==> src/rtl/ps2_matrix_pkg.sv <==
`default_nettype none
// ============================================================================
//  Module      : ps2_matrix_pkg
//  Description : Shared types and constants for the PS/2 set-2 to ZX Spectrum
//                key matrix controller. It holds the prefix FSM encoding,
//                the prefix, BAT and hot-key byte codes, the key-source
//                indices and the keymap entry type.
//  Revision    : 1.0 - initial release
// ============================================================================
package ps2_matrix_pkg;

  // Prefix sequencer states
  typedef enum logic [2:0] {
    ST_IDLE   = 3'd0,
    ST_EXT    = 3'd1,
    ST_BRK    = 3'd2,
    ST_EXTBRK = 3'd3,
    ST_SKIP   = 3'd4
  } state_e;

  // Host hot-key decode
  typedef enum logic [1:0] {
    HOT_NONE = 2'd0,
    HOT_RST  = 2'd1,
    HOT_NMI  = 2'd2
  } hot_e;

  // Prefix bytes
  localparam logic [7:0] c_PFX_EXT   = 8'hE0;
  localparam logic [7:0] c_PFX_BRK   = 8'hF0;
  localparam logic [7:0] c_PFX_PAUSE = 8'hE1;

  // Keyboard self-test / error / overrun bytes
  localparam logic [7:0] c_BAT_OK    = 8'hAA;
  localparam logic [7:0] c_BAT_ERR0  = 8'hFC;
  localparam logic [7:0] c_BAT_ERR1  = 8'hFF;
  localparam logic [7:0] c_BAT_OVR   = 8'h00;

  // Hot-keys
  localparam logic [7:0] c_KEY_F12   = 8'h07;
  localparam logic [7:0] c_KEY_F5    = 8'h03;

  // Bytes following E1 that make up the rest of the Pause sequence
  localparam logic [2:0] c_SKIP_LEN  = 3'd7;

  // Key source index. Zero is a plain matrix key; every other value owns a
  // private bit, and each private bit drives CAPS. Sources 1..5 also force
  // a second key while held.
  localparam logic [2:0] c_SRC_NONE   = 3'd0;
  localparam logic [2:0] c_SRC_BKSP   = 3'd1;  // CAPS + 0
  localparam logic [2:0] c_SRC_LEFT   = 3'd2;  // CAPS + 5
  localparam logic [2:0] c_SRC_DOWN   = 3'd3;  // CAPS + 6
  localparam logic [2:0] c_SRC_UP     = 3'd4;  // CAPS + 7
  localparam logic [2:0] c_SRC_RIGHT  = 3'd5;  // CAPS + 8
  localparam logic [2:0] c_SRC_LSHIFT = 3'd6;  // CAPS only
  localparam logic [2:0] c_SRC_RSHIFT = 3'd7;  // CAPS only

  typedef struct packed {
    logic       valid;
    logic [2:0] row;
    logic [2:0] col;
    logic [2:0] combo;
    hot_e       hot;
  } keymap_t;

  // Builds a mapped keymap entry
  function automatic keymap_t km(input logic [2:0] row,
                                 input logic [2:0] col,
                                 input logic [2:0] combo);
    keymap_t e;
    e.valid = 1'b1;
    e.row   = row;
    e.col   = col;
    e.combo = combo;
    e.hot   = HOT_NONE;
    return e;
  endfunction

  // True for the bytes that release every key
  function automatic logic is_bat_code(input logic [7:0] code);
    return (code == c_BAT_OK)   || (code == c_BAT_ERR0) ||
           (code == c_BAT_ERR1) || (code == c_BAT_OVR);
  endfunction

endpackage
`default_nettype wire

==> src/rtl/ps2_matrix_if.sv <==
`default_nettype none
// ============================================================================
//  Module      : ps2_matrix_if
//  Description : Bus bundle between the PS/2 receiver and ULA side and the
//                key matrix controller.
//                  kstb   receiver byte strobe (level)
//                  code   received scancode byte
//                  addr   ULA high address byte, low bit selects half-row
//                  keys   active-low column data D4..D0
//                  rstReq one-clock reset request pulse (F12)
//                  nmiReq one-clock NMI request pulse (F5)
//                The master modport drives the receiver and address side.
//                The slave modport is the controller.
//  Revision    : 1.0 - initial release
// ============================================================================
interface ps2_matrix_if;

  logic       kstb;
  logic [7:0] code;
  logic [7:0] addr;
  logic [4:0] keys;
  logic       rstReq;
  logic       nmiReq;

  modport master (
    output kstb, code, addr,
    input  keys, rstReq, nmiReq
  );

  modport slave (
    input  kstb, code, addr,
    output keys, rstReq, nmiReq
  );

endinterface
`default_nettype wire

==> src/rtl/ps2_keymap.sv <==
`default_nettype none
// ============================================================================
//  Module      : ps2_keymap
//  Description : Combinational scancode ROM. It maps a set-2 byte and its
//                E0 flag to a matrix position, a key source index and a
//                hot-key tag.
//                  i_ext   byte was preceded by E0
//                  i_code  scancode byte
//                  o_map   {valid, row, col, combo, hot}
//  Revision    : 1.0 - initial release
// ============================================================================
module ps2_keymap
  import ps2_matrix_pkg::*;
(
  input  wire logic       i_ext,
  input  wire logic [7:0] i_code,
  output keymap_t         o_map
);

  always_comb begin
    o_map     = '0;
    o_map.hot = HOT_NONE;
    if (!i_ext) begin
      case (i_code)
        // row 0: CAPS Z X C V
        8'h12: o_map = km(3'd0, 3'd0, c_SRC_LSHIFT);
        8'h59: o_map = km(3'd0, 3'd0, c_SRC_RSHIFT);
        8'h1A: o_map = km(3'd0, 3'd1, c_SRC_NONE);
        8'h22: o_map = km(3'd0, 3'd2, c_SRC_NONE);
        8'h21: o_map = km(3'd0, 3'd3, c_SRC_NONE);
        8'h2A: o_map = km(3'd0, 3'd4, c_SRC_NONE);
        // row 1: A S D F G
        8'h1C: o_map = km(3'd1, 3'd0, c_SRC_NONE);
        8'h1B: o_map = km(3'd1, 3'd1, c_SRC_NONE);
        8'h23: o_map = km(3'd1, 3'd2, c_SRC_NONE);
        8'h2B: o_map = km(3'd1, 3'd3, c_SRC_NONE);
        8'h34: o_map = km(3'd1, 3'd4, c_SRC_NONE);
        // row 2: Q W E R T
        8'h15: o_map = km(3'd2, 3'd0, c_SRC_NONE);
        8'h1D: o_map = km(3'd2, 3'd1, c_SRC_NONE);
        8'h24: o_map = km(3'd2, 3'd2, c_SRC_NONE);
        8'h2D: o_map = km(3'd2, 3'd3, c_SRC_NONE);
        8'h2C: o_map = km(3'd2, 3'd4, c_SRC_NONE);
        // row 3: 1 2 3 4 5
        8'h16: o_map = km(3'd3, 3'd0, c_SRC_NONE);
        8'h1E: o_map = km(3'd3, 3'd1, c_SRC_NONE);
        8'h26: o_map = km(3'd3, 3'd2, c_SRC_NONE);
        8'h25: o_map = km(3'd3, 3'd3, c_SRC_NONE);
        8'h2E: o_map = km(3'd3, 3'd4, c_SRC_NONE);
        // row 4: 0 9 8 7 6
        8'h45: o_map = km(3'd4, 3'd0, c_SRC_NONE);
        8'h46: o_map = km(3'd4, 3'd1, c_SRC_NONE);
        8'h3E: o_map = km(3'd4, 3'd2, c_SRC_NONE);
        8'h3D: o_map = km(3'd4, 3'd3, c_SRC_NONE);
        8'h36: o_map = km(3'd4, 3'd4, c_SRC_NONE);
        // row 5: P O I U Y
        8'h4D: o_map = km(3'd5, 3'd0, c_SRC_NONE);
        8'h44: o_map = km(3'd5, 3'd1, c_SRC_NONE);
        8'h43: o_map = km(3'd5, 3'd2, c_SRC_NONE);
        8'h3C: o_map = km(3'd5, 3'd3, c_SRC_NONE);
        8'h35: o_map = km(3'd5, 3'd4, c_SRC_NONE);
        // row 6: ENTER L K J H
        8'h5A: o_map = km(3'd6, 3'd0, c_SRC_NONE);
        8'h4B: o_map = km(3'd6, 3'd1, c_SRC_NONE);
        8'h42: o_map = km(3'd6, 3'd2, c_SRC_NONE);
        8'h3B: o_map = km(3'd6, 3'd3, c_SRC_NONE);
        8'h33: o_map = km(3'd6, 3'd4, c_SRC_NONE);
        // row 7: SPACE SYM M N B
        8'h29: o_map = km(3'd7, 3'd0, c_SRC_NONE);
        8'h14: o_map = km(3'd7, 3'd1, c_SRC_NONE);
        8'h3A: o_map = km(3'd7, 3'd2, c_SRC_NONE);
        8'h31: o_map = km(3'd7, 3'd3, c_SRC_NONE);
        8'h32: o_map = km(3'd7, 3'd4, c_SRC_NONE);
        // backspace behaves as CAPS + 0
        8'h66: o_map = km(3'd4, 3'd0, c_SRC_BKSP);
        // hot-keys stay out of the matrix (valid stays low)
        c_KEY_F12: o_map.hot = HOT_RST;
        c_KEY_F5:  o_map.hot = HOT_NMI;
        default:   o_map = '0;
      endcase
    end else begin
      case (i_code)
        8'h14: o_map = km(3'd7, 3'd1, c_SRC_NONE);   // right ctrl -> SYM
        8'h6B: o_map = km(3'd3, 3'd4, c_SRC_LEFT);
        8'h72: o_map = km(3'd4, 3'd4, c_SRC_DOWN);
        8'h75: o_map = km(3'd4, 3'd3, c_SRC_UP);
        8'h74: o_map = km(3'd4, 3'd2, c_SRC_RIGHT);
        default: o_map = '0;
      endcase
    end
  end

endmodule
`default_nettype wire

==> src/rtl/ps2_matrix.sv <==
`default_nettype none
// ============================================================================
//  Module      : ps2_matrix
//  Description : PS/2 set-2 scancode to ZX Spectrum 8x5 key matrix controller.
//                It detects the rising edge of the receiver strobe, runs the
//                E0/F0/E1 prefix sequencer and keeps the matrix. It also
//                answers ULA half-row reads and pulses the reset and NMI
//                requests on the F12 and F5 hot-keys.
//                  clock  system clock
//                  reset  asynchronous active-low reset
//                  bus    slave side of ps2_matrix_if
//                         (kstb, code, addr in; keys, rstReq, nmiReq out)
//  Revision    : 1.0 - initial release
// ============================================================================
module ps2_matrix
  import ps2_matrix_pkg::*;
#(
  parameter bit BAT_CLEAR = 1'b1
) (
  input  wire logic    clock,
  input  wire logic    reset,
  ps2_matrix_if.slave  bus
);

  // --------------------------------------------------------------------------
  // Byte acceptance: kstb may be high for several clocks, so one byte is
  // taken on its rising edge only.
  // --------------------------------------------------------------------------
  logic r_kstb_d;
  logic w_accept;

  always_ff @(posedge clock or negedge reset) begin
    if (!reset) r_kstb_d <= 1'b0;
    else        r_kstb_d <= bus.kstb;
  end

  assign w_accept = bus.kstb & ~r_kstb_d;

  // --------------------------------------------------------------------------
  // Prefix sequencer
  // --------------------------------------------------------------------------
  state_e     r_state;
  state_e     w_state_next;
  logic [2:0] r_skip_cnt;
  logic [2:0] w_skip_next;
  logic       w_bat;
  logic       w_ext;
  logic       w_apply;  // byte is a key event to look up
  logic       w_make;   // 1 = make, 0 = break
  logic       w_clear;  // release every key

  assign w_bat = BAT_CLEAR && is_bat_code(bus.code);
  assign w_ext = (r_state == ST_EXT) || (r_state == ST_EXTBRK);

  always_ff @(posedge clock or negedge reset) begin
    if (!reset) begin
      r_state    <= ST_IDLE;
      r_skip_cnt <= 3'd0;
    end else begin
      r_state    <= w_state_next;
      r_skip_cnt <= w_skip_next;
    end
  end

  always_comb begin
    w_state_next = r_state;
    w_skip_next  = r_skip_cnt;
    w_apply      = 1'b0;
    w_make       = 1'b0;
    w_clear      = 1'b0;
    if (w_accept) begin
      case (r_state)
        ST_IDLE: begin
          if (w_bat) begin
            w_clear = 1'b1;
          end else if (bus.code == c_PFX_EXT) begin
            w_state_next = ST_EXT;
          end else if (bus.code == c_PFX_BRK) begin
            w_state_next = ST_BRK;
          end else if (bus.code == c_PFX_PAUSE) begin
            w_state_next = ST_SKIP;
            w_skip_next  = c_SKIP_LEN;
          end else begin
            w_apply = 1'b1;
            w_make  = 1'b1;
          end
        end
        ST_EXT: begin
          if (w_bat) begin
            w_clear      = 1'b1;
            w_state_next = ST_IDLE;
          end else if (bus.code == c_PFX_BRK) begin
            w_state_next = ST_EXTBRK;
          end else if (bus.code == c_PFX_EXT) begin
            w_state_next = ST_EXT;
          end else begin
            w_apply      = 1'b1;
            w_make       = 1'b1;
            w_state_next = ST_IDLE;
          end
        end
        ST_BRK, ST_EXTBRK: begin
          w_state_next = ST_IDLE;
          if (w_bat) w_clear = 1'b1;
          else       w_apply = 1'b1;
        end
        ST_SKIP: begin
          // Pause bytes are swallowed whatever their value
          w_skip_next = r_skip_cnt - 3'd1;
          if (r_skip_cnt <= 3'd1) w_state_next = ST_IDLE;
        end
        default: w_state_next = ST_IDLE;
      endcase
    end
  end

  // --------------------------------------------------------------------------
  // Scancode lookup
  // --------------------------------------------------------------------------
  keymap_t w_map;

  ps2_keymap u_keymap (
    .i_ext  (w_ext),
    .i_code (bus.code),
    .o_map  (w_map)
  );

  // --------------------------------------------------------------------------
  // Key state: plain keys live in r_rows. Shifts and combo keys each own a
  // private bit in r_src (index = source - 1), so releasing one CAPS source
  // cannot cancel another.
  // --------------------------------------------------------------------------
  logic [7:0][4:0] r_rows;
  logic [6:0]      r_src;

  always_ff @(posedge clock or negedge reset) begin
    if (!reset) begin
      r_rows <= '0;
      r_src  <= '0;
    end else if (w_clear) begin
      r_rows <= '0;
      r_src  <= '0;
    end else if (w_apply && w_map.valid) begin
      if (w_map.combo == c_SRC_NONE) r_rows[w_map.row][w_map.col] <= w_make;
      else                           r_src[w_map.combo - 3'd1]    <= w_make;
    end
  end

  // Matrix as the ULA sees it: private bits folded onto CAPS and their keys
  logic [7:0][4:0] w_eff;

  always_comb begin
    w_eff       = r_rows;
    w_eff[0][0] = r_rows[0][0] | (|r_src);
    w_eff[4][0] = r_rows[4][0] | r_src[c_SRC_BKSP  - 3'd1];
    w_eff[3][4] = r_rows[3][4] | r_src[c_SRC_LEFT  - 3'd1];
    w_eff[4][4] = r_rows[4][4] | r_src[c_SRC_DOWN  - 3'd1];
    w_eff[4][3] = r_rows[4][3] | r_src[c_SRC_UP    - 3'd1];
    w_eff[4][2] = r_rows[4][2] | r_src[c_SRC_RIGHT - 3'd1];
  end

  // --------------------------------------------------------------------------
  // ULA read path: OR together every selected half-row
  // --------------------------------------------------------------------------
  logic [4:0] w_sel;

  always_comb begin
    w_sel = '0;
    for (int n = 0; n < 8; n++) begin
      if (!bus.addr[n]) w_sel = w_sel | w_eff[n];
    end
  end

  // --------------------------------------------------------------------------
  // Registered outputs
  // --------------------------------------------------------------------------
  logic [4:0] r_keys;
  logic       r_rst_req;
  logic       r_nmi_req;
  logic       w_hot_rst;
  logic       w_hot_nmi;

  // Hot-keys fire on make only; breaks never reach here with w_make set
  assign w_hot_rst = w_apply && w_make && (w_map.hot == HOT_RST);
  assign w_hot_nmi = w_apply && w_make && (w_map.hot == HOT_NMI);

  always_ff @(posedge clock or negedge reset) begin
    if (!reset) begin
      r_keys    <= 5'h1F;
      r_rst_req <= 1'b0;
      r_nmi_req <= 1'b0;
    end else begin
      r_keys    <= ~w_sel;
      r_rst_req <= w_hot_rst;
      r_nmi_req <= w_hot_nmi;
    end
  end

  assign bus.keys   = r_keys;
  assign bus.rstReq = r_rst_req;
  assign bus.nmiReq = r_nmi_req;

endmodule
`default_nettype wire

==> src/flat_wrapper.sv <==
// flat-port wrapper written by rule: the top's interface ports become plain ports
module ps2_matrix_flat import ps2_matrix_pkg::*;
#(
  parameter bit BAT_CLEAR = 1'b1
)
  (clock, reset, bus_kstb, bus_code, bus_addr, bus_keys, bus_rstReq, bus_nmiReq);
  ps2_matrix_if bus_i ();
  input  wire logic clock;
  input  wire logic reset;
  input wire logic [$bits(bus_i.kstb)-1:0] bus_kstb;
  input wire logic [$bits(bus_i.code)-1:0] bus_code;
  input wire logic [$bits(bus_i.addr)-1:0] bus_addr;
  output wire logic [$bits(bus_i.keys)-1:0] bus_keys;
  output wire logic [$bits(bus_i.rstReq)-1:0] bus_rstReq;
  output wire logic [$bits(bus_i.nmiReq)-1:0] bus_nmiReq;
  assign bus_i.kstb = bus_kstb;
  assign bus_i.code = bus_code;
  assign bus_i.addr = bus_addr;
  assign bus_keys = bus_i.keys;
  assign bus_rstReq = bus_i.rstReq;
  assign bus_nmiReq = bus_i.nmiReq;
  ps2_matrix #(.BAT_CLEAR(BAT_CLEAR)) u_core (.clock(clock), .reset(reset), .bus(bus_i));
endmodule
==> config.mk <==
export PLATFORM = sky130hd
export DESIGN_NAME = ps2_matrix_flat
export DESIGN_NICKNAME = d
export VERILOG_FILES = /design/src/rtl/ps2_matrix_pkg.sv /design/src/rtl/ps2_matrix_if.sv /design/src/rtl/ps2_keymap.sv /design/src/rtl/ps2_matrix.sv /design/src/flat_wrapper.sv
export SDC_FILE = /design/constraint.sdc
export NUM_CORES = 1
export LEC_CHECK = 0
export BUFFER_PORTS_ARGS = -buffer_cell sky130_fd_sc_hd__buf_2
export CAP_MARGIN = 30
export CORE_MARGIN = 2
export CORE_UTILIZATION = 62
export DETAILED_ROUTE_END_ITERATION = 8
export HOLD_SLACK_MARGIN = 0.05
export PLACE_DENSITY_LB_ADDON = 0.12
export SLEW_MARGIN = 15
export SYNTH_ARGS = -nofsm -noshare
export SYNTH_HDL_FRONTEND = slang
export SYNTH_SLANG_ARGS = --single-unit
export TNS_END_PERCENT = 1
==> constraint.sdc <==
create_clock -name clock -period 4.9 [get_ports clock]
set_input_delay 0.735 -clock clock [delete_from_list [all_inputs] [get_ports clock]]
set_output_delay 0.735 -clock clock [all_outputs]
set_load 0.02 [all_outputs]
# == Word level (Yosys, flattened, before mapping) ==
# Cells that the tools add are included.
# totals
regBits,61
latchBits,0
mem_bits_rw,0
mem_bits_ro,0
inputBits,19
out_inout_bits,7
elab_cells,186
n_memories,0
# op_classes
add_sub_neg,2
mul,0
div_mod_pow,0
n_lt_le_gt_ge,7
n_eq_ne,67
shifts,0
mux,55
n_bitwise,16
n_reduce_logical,24
# ops
cell,n
$pmux 10 s42,1
$eq 8x6->1 const B,23
$mux 40,3
$eq 8x7->1 const B,14
$eq 8x5->1 const B,9
$pmux 12 s5,1
$eq 8x8->1 const B,6
$mux 5,9
$bwmux 40,1
$or 5x5->5,7
$mux 3,11
$mux 7,3
$mux 1,16
$demux 5 s3,1
$lt 3x4->1 const B,3
$mux 12,1
$ge 3x1->1 const B,3
$pmux 3 s3,1
$eq 8x2->1 const B,1
$eq 8x3->1 const B,1
$logic_not 8->1,1
$bwmux 7,1
$logic_and 1x1->1,7
$reduce_or 7->1,1
27 further kinds,46

# == Logic depth before layout (Yosys ltp) ==
# Gate-level depths: netlist of the first run.
# depth
word_depth,18
depth_mapped,14
ltp_nobuf,12

# == Cells and area by module ==
# Synthesis of the first run repeated with hierarchy kept, for this count alone.
# hier_totals
cells_unflattened,569
hier_area_um2,4659.5
# by_module_without_submodules
module,instances,cells_each,area_per_inst_um2,seq_area_each_um2
ps2_matrix,1,403,3616.0,1532.7
ps2_keymap,1,166,1043.5,0.0

# == Worst setup path after synthesis of the first run ==
# OpenSTA, ideal clock, no wires.
# synth_timing
path_kind,input to register
startpoint,input bus_code[2]
endpoint,register u_core.r_rows[27] (netlist bit)
setup_ns,0.135
t_arrival_ns,3.755
required_time_ns,4.765
path_slack_ns,1.011
cell_stages,14
path_buffers,2
path_cell_list,buf_2 > buf_2 > nor3b_1 > a32oi_1 > nor3_1 > a31oi_1 > ha_1 > ha_1 > inv_1 > or4_4 > a311oi_4 > nand3_4 > o211ai_1 > o31ai_1
# synth_between
elab_chain_len,13
elab_cells_between_ends,93
classes_between,4 x order compare; 52 x eq/ne; 26 x mux; 11 x reduce/logical
# synth_lines
element,line_no,text
from (decl),flat_wrapper.sv:11,input wire logic [$bits(bus_i.code)-1:0] bus_code;
"$eq 8x7->1, or another cell as far along",ps2_keymap.sv:24,case (i_code)
$pmux 10 s42 or $pmux 12 s5 (tied branches),"ps2_keymap.sv:24, ps2_keymap.sv:82",
$mux 12,ps2_keymap.sv:23,if (!i_ext) begin
$lt 3x4->1 (implied by the code) or $ge 3x1->1 (tied branches),ps2_matrix.sv:144,if (w_map.combo == c_SRC_NONE) r_rows[w_map.row][w_map.col] <= w_make;
$logic_and 1x1->1 (implied by the code),ps2_matrix.sv:144,
$mux 1 (implied by the code),ps2_matrix.sv:144,
$demux 1 s3,-,
$mux 5 (implied by the code),ps2_matrix.sv:144,
$demux 5 s3,-,
$bwmux 40,ps2_matrix.sv:144,
$mux 40,ps2_matrix.sv:144,
$mux 40,ps2_matrix.sv:143,end else if (w_apply && w_map.valid) begin
$mux 40,ps2_matrix.sv:140,end else if (w_clear) begin
"to (signal, indexed assignment)",ps2_matrix.sv:144,
to (decl),ps2_matrix.sv:133,logic [7:0][4:0] r_rows;
# Several ways; a longest one is shown, not always the timed one. The select of a mux whose other input is x is not followed.
# A chain may end at the register's enable or synchronous reset.

# == Final worst setup path of the first run ==
# layout_timing
startpoint,input bus_code[3]
endpoint,register u_core.r_rows[3] (netlist bit)
# Same word-level chain as after synthesis.

==> results of run 1 <==
[cells by family after synthesis]
group / count (synthesis)
buffers and inverters: 49
adders and majority gates: 3
muxes: 16
xor gates and xnor gates: 3
DFF: 61
and+or+nand+nor: 174
AOI/OAI and AO/OA: 152
[where the power goes]
| group | internal, mW | leakage, nW | switching, mW |
|---|---|---|---|
| sequential | 0.553 | 0.818 | 0.0412 |
| clock | 0.289 | 0.110 | 0.223 |
| combinational | 0.215 | 0.926 | 0.443 |
| total | 1.06 | 1.85 | 0.707 |
[per-layer routing]
metal,track usage (%),share of wire [%]
met1,42.4,42
met2,50.9,48
met3,4.67,5.7
met4,14.5,3.5
met5,0,0
[stage by stage]
| step | cell area [um2] | instances | worst slack (ps) | hold slack (ps) |
|---|---|---|---|---|
| finish | 4590 | 551 | 888 | 506 |
| global route | 4590 | 551 | 599 | 502 |
| global placement | 4370 | 535 | 733 | 500 |
| CTS | 4590 | 551 | 905 | 499 |
| floorplan | 4250 | 458 | 1010 | 439 |
| detailed placement | 4370 | 535 | 572 | 511 |
[state kept, by name (all words and copies together) (netlist names)]
signal and cells:
u_core.r_src 7, u_core.r_rows 40, u_core.bus.nmiReq 1, u_core.r_kstb_d 1, u_core.bus.keys 5, u_core.r_state 3
u_core.bus.rstReq 1, u_core.r_skip_cnt 3
[layout by cell type, fill, tap and decap left out, types with 3 or more instances in the layout]
cell,instances
sky130_fd_sc_hd__xor2_1,3
sky130_fd_sc_hd__a221oi_1,6
sky130_fd_sc_hd__a32oi_1,3
sky130_fd_sc_hd__nor4_1,8
sky130_fd_sc_hd__nor4b_1,5
sky130_fd_sc_hd__a21oi_1,9
sky130_fd_sc_hd__o21ai_0,13
sky130_fd_sc_hd__inv_1,12
sky130_fd_sc_hd__or4b_2,3
sky130_fd_sc_hd__a32o_1,3
sky130_fd_sc_hd__nand3b_1,3
sky130_fd_sc_hd__nand4b_1,3
sky130_fd_sc_hd__mux2i_1,15
sky130_fd_sc_hd__dfrtp_1,56
sky130_fd_sc_hd__and2_1,5
sky130_fd_sc_hd__a31oi_1,7
sky130_fd_sc_hd__nand3_1,14
sky130_fd_sc_hd__ha_1,3
sky130_fd_sc_hd__nor2b_1,8
sky130_fd_sc_hd__a22oi_1,9
sky130_fd_sc_hd__nor2_1,25
sky130_fd_sc_hd__nand4_1,3
sky130_fd_sc_hd__buf_4,9
sky130_fd_sc_hd__and3_1,4
sky130_fd_sc_hd__buf_2,25
sky130_fd_sc_hd__clkbuf_8,9
sky130_fd_sc_hd__nor3_1,8
sky130_fd_sc_hd__o21a_1,5
sky130_fd_sc_hd__o211ai_1,31
sky130_fd_sc_hd__nand2_1,35
sky130_fd_sc_hd__a22o_1,5
sky130_fd_sc_hd__nor4bb_1,4
sky130_fd_sc_hd__dfstp_2,5
sky130_fd_sc_hd__nor3b_1,3
sky130_fd_sc_hd__o31ai_1,32
sky130_fd_sc_hd__nand2b_1,17
[worst max-delay path by stage]
stage / from / endpoint / cells past startpoint
floorplan: bus_code[2] / u_core.r_rows[27] / 14
global placement: bus_code[3] / u_core.r_rows[5] / 13
detailed placement: bus_code[3] / u_core.r_rows[7] / 13
CTS: bus_code[3] / u_core.r_rows[3] / 13
global route: bus_code[1] / u_core.r_rows[7] / 13
finish: bus_code[3] / u_core.r_rows[3] / 13
[worst max-delay path, delay by kind of cell]
family / cells / cell delay [ps]
and+or+nand+nor: 4 / 1000
buffers and inverters: 2 / 460
AOI/OAI and AO/OA: 5 / 1580
adders and majority gates: 2 / 440
[area by class of cell]
type,instances,area share (%)
multi-input combinational,348,54.4
sequential,61,33.4
timing repair buffer,34,4.20
clock buffer,9,2.70
tap,80,2.18
clock inverter,7,2.15
inverter,12,0.981
==> results.toml, run 1 <==
[route]
drt_iter0_markers = 278
route.vias.total = 3884
routed_via_density = 7.05
wl_per_cell_um = 20.6
wirelength_um = 11400
drt_first_pass_iters = 5
ant_nets = 0
drc = 0

[global_routing]
global_route.overflow_total = 0
grt_first_pass_wirelength_um = 18600
pin_count_of_the_biggest_net_entering_global_routing = 62
antenna_found_initial = 0
grt.total_usage_pct = 31.7
grt_pass1_vias = 3610

[cts]
clockBufferDepth = 2
cts_hold_buf = 0
post_cts_resize_count = 0
clkTransAtPathRegs_ps = 80
clock_sink_count = 61
post_cts.repair.setup_buffers = 0
insertion_delay_ps = 350
cts_made_buffers = 9
tritoncts = "built"
cts_root_buffer = "sky130_fd_sc_hd__clkbuf_8"
cts_htree_levels = 3

[critical_path]
ff2ff_path_depth = 12
critPathMostFrequentCell = "sky130_fd_sc_hd__ha_1"
regToRegStartpoint = "u_core.r_state[2]"
worstPathCellList = "buf_2, nor3b_1, a32oi_1, nor3_1, a31oi_1, ha_1, ha_1, inv_1, or4_4, a311oi_4, nand3b_4, o211ai_1, o31ai_1"
end_kind = "register"
worstSetupPathType = "input pin to register"
end_of_the_worst_register_to_register_path = "u_core.r_rows[3]"
r2r_slack_ps = 1210
worst_setup_path_start_kind = "input pin"
cp_slowest_stage_delay_ps = 550
cp.arrival_ps = 4220
worst-endpoint-required_ps = 5110
worstPathMaxFanout = 29
critical_path_slowest_stage_cell = "sky130_fd_sc_hd__or4_4"

[synth]
ys_seq_area_share_pct = 36.1
synth_compound_gate_area_share_pct = 27.8
number_of_enable_type_register_cells_in_the_synthesized_netlist = 0
post_synth_xor_area_fraction_pct = 0.619
synthesis.area_um2 = 4250
netlist_top_cells_area = "sky130_fd_sc_hd__dfrtp_1, sky130_fd_sc_hd__o31ai_1, sky130_fd_sc_hd__o211ai_1"
yosysUniqueCellTypes = 79
synth.cells.most_frequent = "sky130_fd_sc_hd__dfrtp_1, sky130_fd_sc_hd__nand2_1, sky130_fd_sc_hd__o31ai_1"
muxShareOfSynthArea_pct = 3.80
post-synth-top-count-cell = "sky130_fd_sc_hd__dfrtp_1"
syn_area_per_cell_um2 = 9.27
yosys.area_share.adder_pct = 0.884
synth_largest_type_area_fraction_pct = 33.0
synth.net_count = 480
synthesis.yosys.warnings = 0
yosys.area.top_type = "sky130_fd_sc_hd__dfrtp_1"
synth_flop_cell = "sky130_fd_sc_hd__dfrtp_1"
post_synth_and_or_nand_nor_area_fraction_pct = 25.7
ys_async_sr_fraction_pct = 100
postSynthCellCount = 458
synth_top_family_by_area = "compound AO/OA/AOI/OAI gates"
yosys_register_bits = 61

[timing]
timing.fmax_mhz = 249
skew_ps = 15.6
timing.final.hold_violations = 0
finalSetupViolations = 0
worst-slew-pin-transition_ps = 961
slew_viol_final = 0
totalNegativeSetupSlack_ps = 0
worst_slew_margin_rel_pct = 35.8
layout_min_cycle_time_ps = 4010
setup_repair_after_global_routing_missed_its_margin = "false"
ratio_of_final_minimum_period_to_clock_period_pct = 81.9

[min_path]
min_delay_path_depth = 1
hold_path_class = "input pin to register"
hold-path-endpoint = "u_core.r_kstb_d"
min_from = "bus_kstb"

[die]
floorplan.die.height_um = 86.8
fp-row-count = 30
die_area_um2 = 7530
num_io_pins = 26
dieWidth_um = 86.8
initial_core_util_pct = 63.2
core_area_um2 = 6720

[placed_design]
globalplace.congestion = 0.987
detailedPlacementHpwl_um = 7990
port_buffers = 25

[power_and_ir_drop]
ir_drop_mv = 0.228
power_leakage_nw = 1.85
power_per_cell_area_nw_per_um2 = 384
design_power_total_mw = 1.76

[final_layout]
final-seq-area_um2 = 1530
number_of_filler_instances_in_the_final_layout = 545
area_growth_syn_to_layout_pct = 8.07
fraction_of_layout_cells_with_a_size_suffix_above_1_pct = 17.8
area_of_combinational_cells_with_multiple_inputs_um2 = 2500
finish.utilization_pct = 68.3
design.final.nets = 488
antenna_cells = 0

[job]
timing.max_cap.violations = 0

[status]
run_status = "complete, no violations"
(Power assumes the default switching activity.)
==> inputs of run 2 (changes only) <==
CORE_UTILIZATION = 56   (was 62)
clock period = 3.2 ns   (was 4.9 ns; I/O delays follow)
==> run 2 against run 1 <==
Final cell count up 13%. Via count up 7.2%. Largest cell class unchanged. Critical path depth unchanged. Non-clock buffer count up 55. Highest routed layer unchanged. Total power up 59%. Cell area up 11%. Die area up 10%. Utilization up 1.3 points. Sequential share of layout area down 3.2 points.
==> results.toml, run 2 (synthesis gave the netlist of run 1 again) <==
[status]
run_status = "complete, no violations"

[die]
die_area_um2 = 8300
core_area_um2 = 7290
dieWidth_um = 91.1
floorplan.die.height_um = 91.1
num_io_pins = 26
fp-row-count = 31
initial_core_util_pct = 58.2

[timing]
layout_min_cycle_time_ps = 3030
ratio_of_final_minimum_period_to_clock_period_pct = 94.8
slew_viol_final = 0
setup_repair_after_global_routing_missed_its_margin = "false"
timing.final.hold_violations = 0
timing.fmax_mhz = 330
worst_slack_ps = 165
finalSetupViolations = 0
worst_slew_margin_rel_pct = 45.8
skew_ps = 12.2
worst-slew-pin-transition_ps = 811
fin_worst_hold_slack_ps = 113

[placed_design]
placed_cells_incl_taps = 609
postPlaceCellArea_um2 = 4900
detailedPlacementHpwl_um = 9250
globalplace.congestion = 0.981
dp_worst_setup_slack_ps = -109
port_buffers = 25

[final_layout]
fraction_of_layout_cells_with_a_size_suffix_above_1_pct = 27.8
number_of_filler_instances_in_the_final_layout = 596
most-common-layout-cells = "sky130_fd_sc_hd__buf_4, sky130_fd_sc_hd__dfrtp_1, sky130_fd_sc_hd__nand2_1"
area_of_combinational_cells_with_multiple_inputs_um2 = 2540
design.final.nets = 543
finish.utilization_pct = 69.6
largest_register_ffs = 40
most_flop_heavy_register = "u_core.r_rows"
area_growth_syn_to_layout_pct = 19.5
most_common_cell_after_layout_fill_and_taps_aside = "sky130_fd_sc_hd__buf_4"
antenna_cells = 0
final-seq-area_um2 = 1530
final_standard_cell_count_with_taps_included_and_fillers_excluded = 625
finish.instance_area_um2 = 5070

[route]
ant_nets = 0
wl_per_cell_um = 19.9
wirelength_um = 12400
drc = 0
drt_iter0_markers = 302
routed_via_density = 6.66
drt_first_pass_iters = 6
route.vias.total = 4165

[critical_path]
worstPathMaxFanout = 9
worstSetupPathType = "register to register"
worst-endpoint-required_ps = 3440
end_kind = "register"
cp_num_buf_inv = 4
worst_setup_path_start_kind = "register"
cp.arrival_ps = 3270
critPathMostFrequentCell = "sky130_fd_sc_hd__buf_4"
critical_path_slowest_stage_cell = "sky130_fd_sc_hd__or4_4"
worstPathCellList = "nor2b_1, buf_4, or2_2, nand2_1, ha_2, ha_4, inv_2, or4_4, a311oi_4, buf_4, nand3_4, buf_4, o31ai_1"
timing.critical_path.max_delay_family = "simple AND/OR/NAND/NOR gates"
cp_slowest_stage_delay_ps = 430

[global_routing]
grt.total_usage_pct = 31.4
antenna_found_initial = 0
pin_count_of_the_biggest_net_entering_global_routing = 50
global_route.overflow_total = 0
grt_first_pass_wirelength_um = 20700
grt_pass1_vias = 4087

[cts]
cts_hold_buf = 0
clkTransAtPathRegs_ps = 80
tritoncts = "built"
cts_htree_levels = 3
insertion_delay_ps = 340
clockBufferDepth = 2
cts_made_buffers = 9
cts_root_buffer = "sky130_fd_sc_hd__clkbuf_8"
clock_sink_count = 61
post_cts_resize_count = 0
post_cts.repair.setup_buffers = 0

[job]
timing.max_cap.violations = 0

[min_path]
hold_path_class = "input pin to asynchronous set/reset pin"

[power_and_ir_drop]
ir_drop_mv = 0.341
power_leakage_nw = 2.14
power_per_cell_area_nw_per_um2 = 552
[run 2: cell count changes in the layout (fill, tap and decap cells not counted), sizes merged]
cell / delta
bufinv: -2
buf: +55
clkinv: +3
clkinvlp: -1
[run 2: layout make-up]
type,count,share of cell area (%)
multi-input combinational,348,50.1
inverter,12,0.888
clock buffer,9,2.44
clock inverter,7,0.986
timing repair buffer,89,12.9
sequential,61,30.2
tap,99,2.44
[run 2: final timing paths]
| kind | startpoint | end | slack [ps] | cells past startpoint |
|---|---|---|---|---|
| max | u_core.r_state[0] | u_core.r_rows[8] | 170 | 13 |
| min | reset | u_core.r_src[3] | 110 | 1 |
| max reg2reg | u_core.r_state[0] | u_core.r_rows[8] | 170 | 13 |
| min reg2reg | u_core.r_rows[26] | u_core.r_rows[26] | 530 | 2 |
| max in group asynchronous | reset | u_core.bus.keys[2] | 2200 | 2 |
| min in group clock | bus_kstb | u_core.r_kstb_d | 260 | 1 |
[run 2: worst reg2reg max path, stage by stage, from the launching register on]
cell                       delay [ps]
sky130_fd_sc_hd__dfrtp_1          370
sky130_fd_sc_hd__nor2b_1          200
sky130_fd_sc_hd__buf_4            200
sky130_fd_sc_hd__or2_2            310
sky130_fd_sc_hd__nand2_1           80
sky130_fd_sc_hd__ha_2             200
sky130_fd_sc_hd__ha_4             130
sky130_fd_sc_hd__inv_2             40
sky130_fd_sc_hd__or4_4            430
sky130_fd_sc_hd__a311oi_4         240
sky130_fd_sc_hd__buf_4            210
sky130_fd_sc_hd__nand3_4          130
sky130_fd_sc_hd__buf_4            170
sky130_fd_sc_hd__o31ai_1          230
[run 2: metrics by stage]
stage | TNS [ps] | total power, mW
2_1_floorplan | -681 | 1.69
3_5_place_dp | -839 | 2.17
6_report | 0 | 2.80
4_1_cts | 0 | 2.79
5_1_grt | 0 | 2.94
3_3_place_gp | -17.0 | 2.15
[run 2: report_power, final]
part / switching [mW] / total (mW) / leakage (nW) / internal, mW
clock: 0.332 / 0.615 / 0.0933 / 0.283
combinational: 0.765 / 1.30 / 1.23 / 0.533
sequential: 0.0401 / 0.886 / 0.818 / 0.846
total: 1.14 / 2.80 / 2.14 / 1.66
[run 2: per-layer routing]
metal / vias to the layer above / GRT usage, % / part of all wire (%)
met5: - / 0 / 0
met4: 0 / 15.3 / 4.0
met3: 38 / 6.31 / 6.2
met2: 180 / 51.5 / 48
met1: 2038 / 39.4 / 42
li1: 1909 / - / -
==> inputs of run 3 (changes only) <==
CELL_PAD_IN_SITES_DETAIL_PLACEMENT = 0   (was unset)
CELL_PAD_IN_SITES_GLOBAL_PLACEMENT = 2   (was unset)
CORE_UTILIZATION = 35   (was 56)
==> run 3 against run 2 <==
Via count is 1.9% lower. Clock skew is 6.1 ps lower. Critical endpoint is now u_core.r_rows[19]. Largest cell class unchanged. Fmax is 3.3% higher. Critical path type is now input pin to register. Flip-flop and latch count stayed put. First-iteration DRC count is 0.33% lower.
==> results.toml, run 3 (synthesis gave the netlist of run 1 again) <==
[die]
core_area_um2 = 11900
initial_core_util_pct = 35.7
num_io_pins = 26
fp-row-count = 40
die_area_um2 = 13000
floorplan.die.height_um = 114
dieWidth_um = 114

[global_routing]
grt_pass1_vias = 3965
antenna_found_initial = 0
grt.total_usage_pct = 21.8
grt_first_pass_wirelength_um = 22100
pin_count_of_the_biggest_net_entering_global_routing = 45
global_route.overflow_total = 0

[cts]
cts_root_buffer = "sky130_fd_sc_hd__clkbuf_16"
clkTransAtPathRegs_ps = 60
tritoncts = "built"
cts_made_buffers = 9
insertion_delay_ps = 330
cts_htree_levels = 3
clockBufferDepth = 2
clock_sink_count = 61

[placed_design]
detailedPlacementHpwl_um = 10100
port_buffers = 25
globalplace.congestion = 0.884

[final_layout]
fraction_of_layout_cells_with_a_size_suffix_above_1_pct = 29.9
most_flop_heavy_register = "u_core.r_rows"
number_of_filler_instances_in_the_final_layout = 1133
finish.utilization_pct = 45.5
largest_register_ffs = 40
antenna_cells = 0
most_common_cell_after_layout_fill_and_taps_aside = "sky130_fd_sc_hd__buf_4"
area_growth_syn_to_layout_pct = 27.8
design.final.nets = 556
most-common-layout-cells = "sky130_fd_sc_hd__buf_4, sky130_fd_sc_hd__dfrtp_1, sky130_fd_sc_hd__nand2_1"

[timing]
layout_min_cycle_time_ps = 2940
slew_viol_final = 0
finalSetupViolations = 0
timing.final.hold_violations = 0
ratio_of_final_minimum_period_to_clock_period_pct = 91.8
worst_slew_margin_rel_pct = 50.0
setup_repair_after_global_routing_missed_its_margin = "false"
worst-slew-pin-transition_ps = 750
skew_ps = 6.11
timing.fmax_mhz = 340
fin_worst_hold_slack_ps = 218

[route]
drt_iter0_markers = 301
drt_first_pass_iters = 6
routed_via_density = 5.95
wirelength_um = 13700
route.vias.total = 4085
ant_nets = 0
drc = 0
wl_per_cell_um = 19.9

[critical_path]
worst-endpoint-required_ps = 3450
cp.arrival_ps = 3190
r2r_slack_ps = 360
regToRegStartpoint = "u_core.r_state[2]"
ff2ff_path_depth = 13
end_kind = "register"
worstSetupPathType = "input pin to register"
worst_setup_path_start_kind = "input pin"
worstPathMaxFanout = 9
end_of_the_worst_register_to_register_path = "u_core.r_rows[19]"

[power_and_ir_drop]
power_per_cell_area_nw_per_um2 = 604
power_leakage_nw = 2.28
ir_drop_mv = 0.214

[status]
run_status = "complete, no violations"

[min_path]
hold_path_class = "input pin to asynchronous set/reset pin"

[job]
timing.max_cap.violations = 0
==> run 3: changes by cell type in the layout (fill, tap and decap cells not counted), moves of 2 or more <==
cell,change
sky130_fd_sc_hd__clkinv_4,-3
sky130_fd_sc_hd__buf_4,+11
sky130_fd_sc_hd__clkbuf_16,+9
sky130_fd_sc_hd__bufinv_16,+2
sky130_fd_sc_hd__buf_12,+2
sky130_fd_sc_hd__clkinv_2,-2
sky130_fd_sc_hd__clkbuf_8,-7
==> run 3: what timing repair did <==
action	4_1_cts	5_1_grt
setup buffers	0	0
hold buffers	0	0
resized for setup	0	1
endpoints found under the setup margin	0	1
==> run 3: through the flow <==
step	area, um2	setup slack [ps]	total power [mW]	instances	TNS (ps)
6_report	5430	262	3.28	686	0
5_1_grt	5430	114	3.47	686	0
4_1_cts	5420	177	3.30	686	0
3_5_place_dp	5090	-97.4	2.20	670	-956
3_3_place_gp	5090	-47.2	2.18	670	-453
2_1_floorplan	4370	-50.3	1.69	458	-681
==> run 3: report_power, final <==
| part | leakage, nW | switching, mW | total, mW | internal [mW] |
|---|---|---|---|---|
| clock network | 0.162 | 0.365 | 1.09 | 0.725 |
| logic | 1.30 | 0.759 | 1.30 | 0.539 |
| registers | 0.818 | 0.0427 | 0.891 | 0.848 |
==> run 3: worst max-delay path by stage <==
stage	depth (start not counted)	slack, ps	to	from
2_1_floorplan	14	-50	u_core.r_rows[27]	bus_code[2]
3_3_place_gp	13	-50	u_core.r_rows[36]	bus_code[4]
3_5_place_dp	14	-100	u_core.r_rows[19]	bus_code[0]
4_1_cts	12	180	u_core.r_rows[19]	u_core.r_state[2]
5_1_grt	14	110	u_core.r_rows[19]	bus_code[0]
6_report	14	260	u_core.r_rows[19]	bus_code[0]
==> run 3: critical path, stage by stage <==
cell and delay (ps):
sky130_fd_sc_hd__buf_2 150, sky130_fd_sc_hd__nor4bb_1 160, sky130_fd_sc_hd__a32o_1 280, sky130_fd_sc_hd__or2_2 290, sky130_fd_sc_hd__nand2_1 70, sky130_fd_sc_hd__ha_2 180, sky130_fd_sc_hd__ha_4 130, sky130_fd_sc_hd__inv_2 30
sky130_fd_sc_hd__or4_4 430, sky130_fd_sc_hd__and2b_1 250, sky130_fd_sc_hd__buf_4 120, sky130_fd_sc_hd__nand3_2 190, sky130_fd_sc_hd__nor2_1 200, sky130_fd_sc_hd__mux2i_1 210
==> run 3: final cells by class <==
cell class	instances	area [um2]	area share [%]
multi-input cells	348	2550	47.0
repair buffers	102	778	14.3
inverters	12	45.0	0.830
flip-flops and latches	61	1530	28.3
well taps	147	184	3.39
clock buffers	11	253	4.66
clock inverters	5	81.3	1.50
==> run 3: metal layers <==
layer | wire length [um] | track usage (%) | share of wire [%]
met3 | 833 | 4.76 | 6.1
met2 | 5840 | 31.3 | 43
met4 | 161 | 5.20 | 1.2
met5 | 0 | 0 | 0
met1 | 6820 | 33.2 | 50
